File: src/rtl/cpu_dma_rx_pkt_reader.sv
// Drains complete packets from the CPU DMA queue FWFT read port and forwards them to the
// host DMA engine as a valid/ready word stream, reporting length, error and statistics.
module cpu_dma_rx_pkt_reader #(
  parameter int unsigned DMA_DATA_WIDTH = 32,
  parameter int unsigned DMA_CTRL_WIDTH = DMA_DATA_WIDTH / 8,
  parameter int unsigned MAX_PKT_WORDS  = 512,
  parameter int unsigned LEN_WIDTH      = 12
) (
  input  logic                      clk,
  input  logic                      reset_n,
  input  logic                      enable,
  input  logic                      cpu_q_dma_pkt_avail,
  output logic                      cpu_q_dma_rd,
  input  logic [DMA_DATA_WIDTH-1:0] cpu_q_dma_rd_data,
  input  logic [DMA_CTRL_WIDTH-1:0] cpu_q_dma_rd_ctrl,
  output logic [DMA_DATA_WIDTH-1:0] dma_rx_data,
  output logic [DMA_CTRL_WIDTH-1:0] dma_rx_be,
  output logic                      dma_rx_eop,
  output logic                      dma_rx_vld,
  input  logic                      dma_rx_rdy,
  output logic                      dma_rx_done,
  output logic [LEN_WIDTH-1:0]      dma_rx_len,
  output logic                      dma_rx_err,
  output logic [31:0]               pkt_count,
  output logic [15:0]               err_count
);

  localparam int unsigned WCNT_W = $clog2(MAX_PKT_WORDS + 1);

  typedef enum logic [2:0] {StIdle, StRead, StDone, StGap1, StGap2} state_e;

  state_e                state_q, state_d;
  logic [WCNT_W-1:0]     word_cnt_q, word_cnt_d;
  logic [LEN_WIDTH-1:0]  len_q, len_d;
  logic                  err_q, err_d;
  logic [31:0]           pkt_count_q, pkt_count_d;
  logic [15:0]           err_count_q, err_count_d;

  logic                      last_word;
  logic                      malformed;
  logic [2:0]                last_bytes;
  logic [DMA_CTRL_WIDTH-1:0] last_be;
  logic                      forwarding;
  logic                      dropping;
  logic                      xfer;

  assign last_word = |cpu_q_dma_rd_ctrl;

  always_comb begin
    last_bytes = 3'd4;
    last_be    = {DMA_CTRL_WIDTH{1'b1}};
    malformed  = 1'b0;
    case (cpu_q_dma_rd_ctrl)
      4'b0000: ;
      4'b1000: begin last_bytes = 3'd1; last_be = 4'b0001; end
      4'b0100: begin last_bytes = 3'd2; last_be = 4'b0011; end
      4'b0010: begin last_bytes = 3'd3; last_be = 4'b0111; end
      4'b0001: begin last_bytes = 3'd4; last_be = 4'b1111; end
      default: malformed = 1'b1;
    endcase
  end

  // Once MAX_PKT_WORDS words have gone out without an eop, the rest of the packet is flushed.
  assign forwarding = (state_q == StRead) && (word_cnt_q < WCNT_W'(MAX_PKT_WORDS));
  assign dropping   = (state_q == StRead) && !forwarding;
  assign xfer       = forwarding && dma_rx_rdy;

  assign dma_rx_vld   = forwarding;
  assign dma_rx_data  = forwarding ? cpu_q_dma_rd_data : '0;
  assign dma_rx_be    = forwarding ? last_be : '0;
  assign dma_rx_eop   = forwarding && last_word;
  assign cpu_q_dma_rd = forwarding ? dma_rx_rdy : dropping;
  assign dma_rx_done  = (state_q == StDone);
  assign dma_rx_len   = len_q;
  assign dma_rx_err   = err_q;
  assign pkt_count    = pkt_count_q;
  assign err_count    = err_count_q;

  always_comb begin
    state_d     = state_q;
    word_cnt_d  = word_cnt_q;
    len_d       = len_q;
    err_d       = err_q;
    pkt_count_d = pkt_count_q;
    err_count_d = err_count_q;
    unique case (state_q)
      StIdle: begin
        word_cnt_d = '0;
        if (enable && cpu_q_dma_pkt_avail) state_d = StRead;
      end
      StRead: begin
        if (xfer) begin
          word_cnt_d = word_cnt_q + 1'b1;
          if (last_word) begin
            // word_cnt_q counts the full words ahead of this last one.
            len_d   = LEN_WIDTH'({word_cnt_q, 2'b00}) + LEN_WIDTH'(last_bytes);
            err_d   = malformed;
            state_d = StDone;
          end
        end else if (dropping && last_word) begin
          len_d   = LEN_WIDTH'(4 * MAX_PKT_WORDS);
          err_d   = 1'b1;
          state_d = StDone;
        end
      end
      StDone: begin
        pkt_count_d = pkt_count_q + 32'd1;
        if (err_q && (err_count_q != 16'hFFFF)) err_count_d = err_count_q + 16'd1;
        state_d = StGap1;
      end
      StGap1: state_d = StGap2;
      StGap2: state_d = StIdle;
      default: state_d = StIdle;
    endcase
  end

  always_ff @(posedge clk or negedge reset_n) begin
    if (!reset_n) begin
      state_q     <= StIdle;
      word_cnt_q  <= '0;
      len_q       <= '0;
      err_q       <= 1'b0;
      pkt_count_q <= '0;
      err_count_q <= '0;
    end else begin
      state_q     <= state_d;
      word_cnt_q  <= word_cnt_d;
      len_q       <= len_d;
      err_q       <= err_d;
      pkt_count_q <= pkt_count_d;
      err_count_q <= err_count_d;
    end
  end

endmodule

File: config.mk
export PLATFORM = sky130hd
export DESIGN_NAME = cpu_dma_rx_pkt_reader
export DESIGN_NICKNAME = d
export VERILOG_FILES = /design/src/rtl/cpu_dma_rx_pkt_reader.sv
export SDC_FILE = /design/constraint.sdc
export NUM_CORES = 1
export LEC_CHECK = 0
export BUFFER_PORTS_ARGS = -buffer_cell sky130_fd_sc_hd__buf_2
export CORE_MARGIN = 2
export CORE_UTILIZATION = 49
export DETAILED_ROUTE_END_ITERATION = 10
export GPL_ROUTABILITY_DRIVEN = 0
export HOLD_SLACK_MARGIN = 0.15
export PLACE_DENSITY = 0.8
export SETUP_SLACK_MARGIN = 0.1
export SLEW_MARGIN = 20
export SYNTH_ARGS = -nofsm -noshare
export SYNTH_HDL_FRONTEND = slang
export SYNTH_SLANG_ARGS = --single-unit
File: constraint.sdc
create_clock -name clk -period 2.5 [get_ports clk]
set_input_delay 0.5 -clock clk [delete_from_list [all_inputs] [get_ports clk]]
set_output_delay 0.5 -clock clk [all_outputs]
set_load 0.05 [all_outputs]
## Word-level counts from Yosys, hierarchy flattened

Index checks and enable logic that the tools add are counted.

| storage, ports and cells | value |
|---|---|
| flip-flop bits (word level) | 74 |
| logic and storage cells | 61 |
| input port bits | 41 |
| output and inout port bits | 101 |

| operators by class | value |
|---|---|
| order comparisons | 1 |
| equality and inequality tests | 13 |
| mux-type cells | 19 |
| reductions and logical operators | 18 |
| $add $sub $neg | 4 |

Operators by type and width:

| operator | number |
|---|---|
| $mux W12 | 3 |
| $add A32 B1 Y32 const B | 1 |
| $mux W32 | 1 |
| $pmux W10 S2 | 1 |
| $add A16 B1 Y16 const B | 1 |
| $ne A16 B16 Y1 const B | 1 |
| $add A12 B3 Y12 | 1 |
| $mux W3 | 4 |
| $pmux W3 S4 | 1 |
| $pmux W4 S3 | 1 |
| $add A10 B1 Y10 const B | 1 |
| $lt A10 B10 Y1 const B | 1 |
| $mux W10 | 1 |
| $pmux W3 S3 | 1 |
| $logic_and A1 B1 Y1 | 7 |
| $eq A3 B2 Y1 const B | 2 |
| $ne A2 B2 Y1 const B | 3 |
| $reduce_and A3 Y1 | 2 |
| $mux W1 | 5 |
| $reduce_or A5 Y1 | 1 |
| $eq A4 B1 Y1 const B | 1 |
| $eq A4 B2 Y1 const B | 1 |
| $eq A4 B3 Y1 const B | 1 |
| $eq A4 B4 Y1 const B | 1 |
| 10 further kinds | 12 |

## Depth between registers and ports, before layout

| depth | value |
|---|---|
| word-level depth | 8 |
| mapped depth | 9 |
| depth with buffers taken out | 8 |

## Least setup slack after synthesis

OpenSTA, ideal clock, no wires.

| timing | value |
|---|---|
| kind | register to output |
| start | register state_q[0] |
| end | output port dma_rx_eop |
| setup slack | -0.356 ns |
| required time | 2.000 ns |
| arrival time | 2.356 ns |
| buffers on the path | 2 |
| cell stages (with the launch flop) | 6 |
| cells stage by stage | dfrtp_1 -> inv_1 -> nor4_1 -> clkbuf_1 -> clkbuf_1 -> and2_1 |

| on the way | value |
|---|---|
| longest elaborated chain between the ends | 3 |

RTL lines:

| what | line | RTL |
|---|---|---|
| start, declared | 32 | `state_e state_q, state_d;` |
| start signal, assigned | 119 | `state_q <= StIdle;` |
| start signal, assigned | 126 | `state_q <= state_d;` |
| $eq A3 B1 Y1 | 64 | `assign forwarding = (state_q == StRead) && (word_cnt_q < WCNT_W'(MAX_PKT_WORDS));` |
| $logic_and A1 B1 Y1 | 64 |  |
| via dma_rx_vld | 19 | `output logic dma_rx_vld,` |
| $logic_and A1 B1 Y1 | 71 | `assign dma_rx_eop = forwarding && last_word;` |
| end, declared | 18 | `output logic dma_rx_eop,` |

The timed path passes the listed nets, and every way through them passes these cells.

## Final worst setup path

| timing | value |
|---|---|
| start | register state_q[1] |
| end | output port dma_rx_data[6] |

| on the way | value |
|---|---|
| longest elaborated chain between the ends | 3 |

RTL lines:

| what | line | RTL |
|---|---|---|
| $eq A3 B1 Y1 | 64 |  |
| $logic_and A1 B1 Y1 | 64 |  |
| $mux W32 | 69 | `assign dma_rx_data = forwarding ? cpu_q_dma_rd_data : '0;` |
| end, declared | 16 | `output logic [DMA_DATA_WIDTH-1:0] dma_rx_data,` |

No other way between the ends.

==> reports/metrics.json <==
{
  "run_status": {"value": "complete, no violations"},
  "synth-edff-count": {"value": 0},
  "crit_slowest_cell": {"value": "dfrtp_1"},
  "detailroute.via_count": {"value": 3329},
  "cts-buffers-inserted": {"value": 9},
  "finalCriticalPeriod": {"value": 2.37, "unit": "ns"},
  "drt_wl_total": {"value": 9.37, "unit": "mm"},
  "clk_latency": {"value": 0.36, "unit": "ns"},
  "crit_arrival": {"value": 1.87, "unit": "ns"},
  "multi_input_area": {"value": 0.00183, "unit": "sq mm"},
  "synth_top_area_share": {"value": 49.5, "unit": "%"},
  "grt_first_pass_wirelength": {"value": 15.4, "unit": "mm"},
  "worst_hold_path_type": {"value": "input pin to async pin"},
  "synth.top_cells.by_area": {"value": "dfrtp_1, xnor2_1, and2_1"},
  "rsz_0062_raised_after_global_routing": {"value": "yes"},
  "layout_common_cells": {"value": "buf_2, dfrtp_1, nand2_1"},
  "metal2_wl": {"value": 4.92, "unit": "mm"},
  "critPathCaptureType": {"value": "output pin"},
  "clkSinkCount": {"value": 74},
  "antenna-diode-count": {"value": 0},
  "yosys_warnings": {"value": 0},
  "post-place-ws": {"value": 0.224, "unit": "ns"},
  "tritoncts": {"value": "built"},
  "number_of_antenna_violations_at_the_first_check_in_global_routing": {"value": 0},
  "critical-path-max-stage-delay": {"value": 0.39, "unit": "ns"},
  "final.setup.worst_slack": {"value": 0.133, "unit": "ns"},
  "synthesis.area_per_instance": {"value": 10.1, "unit": "sq um"},
  "maxSlewHeadroom": {"value": 52.3, "unit": "%"},
  "skew": {"value": 0.0155, "unit": "ns"},
  "globalRoute.totalOverflow": {"value": 0},
  "total_power": {"value": 0.00520, "unit": "W"},
  "ctsHtreeMaxLevel": {"value": 3},
  "floorplan.initialDensity": {"value": 51.1, "unit": "%"},
  "grtUsageTotal": {"value": 23.2, "unit": "%"},
  "num_rows": {"value": 31},
  "clk_pin_slew_worst_paths": {"value": 0.09, "unit": "ns"},
  "hpwlAfterDp": {"value": 6.93, "unit": "mm"},
  "yosys_register_bits": {"value": 74},
  "detailroute.wirelength.met3": {"value": 523, "unit": "microns"},
  "io_pins": {"value": 142},
  "die_height": {"value": 91.4, "unit": "microns"},
  "peakVddDrop": {"value": 1.15, "unit": "mV"},
  "drt_first_iter_violations": {"value": 108},
  "pin_count_of_the_biggest_net_entering_global_routing": {"value": 33},
  "vias_per_cell": {"value": 5.33},
  "dominantRegCellSynth": {"value": "dfrtp_1"},
  "worst-r2r-cell-count": {"value": 5},
  "crit_type": {"value": "flip-flop to output pin"},
  "clockBufferDepth": {"value": 2},
  "port_buffers": {"value": 141},
  "setup_tns": {"value": 0, "unit": "ns"},
  "mappedNetlistNets": {"value": 415},
  "layout.area.seq": {"value": 0.00185, "unit": "sq mm"},
  "layout_commonest_cell": {"value": "buf_2"},
  "detail_route.first_pass.iterations": {"value": 4},
  "crit_path_most_repeated_cell": {"value": "buf_4"},
  "layout.nets": {"value": 567},
  "ys_seq_area_share": {"value": 49.5, "unit": "%"},
  "worst-endpoint-required": {"value": 2.00, "unit": "ns"},
  "met1_length": {"value": 3.61, "unit": "mm"},
  "grt_pass1_vias": {"value": 3284},
  "crit_path_start_kind": {"value": "flip-flop"},
  "async_reset_ff_share": {"value": 100, "unit": "%"},
  "critical_path_maximum_fanout": {"value": 20},
  "synthDominantAreaCellType": {"value": "dfrtp_1"},
  "maxClockFrequency": {"value": 423, "unit": "MHz"},
  "highest_signal_layer_in_the_routed_design": {"value": "met4"},
  "syn2layout_area_growth": {"value": 33.5, "unit": "%"},
  "die_area": {"value": 0.00835, "unit": "sq mm"},
  "maxSlewViolCount": {"value": 0},
  "post-route-drc-count": {"value": 0},
  "die_width": {"value": 91.4, "unit": "microns"},
  "root_buffer": {"value": "clkbuf_8"},
  "timing.critical_path.cells": {"value": "buf_4, nor4_4, buf_4, buf_8, and2_1, buf_6"},
  "power.density": {"value": 1040, "unit": "mW/mm^2"},
  "drtAntennaViolNets": {"value": 0},
  "hold_viol_final": {"value": 0},
  "syn-cell-area": {"value": 0.00374, "unit": "sq mm"},
  "nFillCells": {"value": 583},
  "synth_cells": {"value": 369},
  "synthDistinctLibCells": {"value": 47},
  "timing.max_cap.violations": {"value": 0},
  "drive_gt1_share": {"value": 36.7, "unit": "%"},
  "drt-wirelength-per-cell": {"value": 15.0, "unit": "microns"},
  "fp.coreArea": {"value": 0.00733, "unit": "sq mm"},
  "setup-violations-final": {"value": 0},
  "worst_pin_slew": {"value": 0.715, "unit": "ns"},
  "min_period_over_period": {"value": 94.7, "unit": "%"},
  "p_leak": {"value": 2.58, "unit": "nW"}
}
-- path summary, 6_finish.rpt --
path / from / to / slack, ns
setup / recovery: state_q[1] / dma_rx_data[6] / 0.13
hold / removal: reset_n / dma_rx_len[6] / 0.19
setup reg to reg: state_q[2] / pkt_count[31] / 0.36
hold reg to reg: dma_rx_len[9] / dma_rx_len[9] / 0.48
max in group asynchronous: reset_n / pkt_count[21] / 1.66
min in group clk: cpu_q_dma_rd_ctrl[3] / dma_rx_len[1] / 0.44
-- where the power goes --
group	switching (W)	total, W	leakage, nW	internal [W]
clock	0.000500	0.000978	0.0988	0.000478
combinational	0.00186	0.00269	1.47	0.000827
sequential	0.000183	0.00153	1.01	0.00135
-- flip-flops by register name (all words and copies together) (netlist names) --
signal,flops
pkt_count,32
err_count,16
dma_rx_len,12
word_cnt_q,10
state_q,3
dma_rx_err,1
-- layer usage --
metal	vias up	GRT usage, %
li1	1566	-
met1	1607	26.5
met2	131	41.4
met3	25	3.73
met4	0	12.1
met5	-	0
-- repair_timing --
action | in CTS | in global routing
buffers inserted | 1 | 2
resized for setup | 40 | 16
endpoints found under the setup margin | 39 | 39
cloned | 3 | 0
pin swaps | 1 | 0
hold buffers | 0 | 0
-- synthesized netlist by cell type, types with 2 or more instances --
cell	count
a21oi_1	7
a22o_1	2
a31oi_1	2
and2_1	35
and3_1	9
and4_1	5
buf_4	2
buf_6	2
clkbuf_1	8
dfrtp_1	74
ha_1	5
inv_1	6
nand2_1	40
nand3_1	21
nand4_1	15
nor2_1	25
nor2b_1	2
nor3_1	6
o21a_1	2
o21ai_0	13
or3_1	3
or3b_1	2
xnor2_1	39
xor2_1	21
-- layout make-up --
cell class | count | share of cell area, %
clock buffers | 9 | 2.48
multi-input cells | 275 | 36.6
well taps | 99 | 2.48
flip-flops and latches | 74 | 37.1
clock inverters | 7 | 1.65
repair buffers | 155 | 19.3
inverters | 6 | 0.451
-- logic make-up after synthesis --
kind of cell | share of synthesized area (%)
simple gates | 25.3
flops | 49.5
xor+xnor | 14.0
compound gates | 6.32
buf+inv | 2.64
fa+ha+maj | 1.94
mux | 0.301
-- critical path, delay by kind of cell (launching register included) --
kind | cells | cell delay [ns]
flip-flops | 1 | 0.39
AND/OR/NAND/NOR | 2 | 0.42
buffers and inverters | 4 | 0.70
-- through the flow --
stage	cells	hold WS, ns	area, sq um	utilization (%)
2_1_floorplan	369	0.204	3760	-
3_3_place_gp	603	0.455	4590	62.6
3_5_place_dp	603	0.466	4590	62.6
4_1_cts	623	0.213	4930	67.3
5_1_grt	625	0.248	5000	68.2
6_report	625	0.194	5000	68.2
Note: power is estimated with default switching activity, not from simulation.
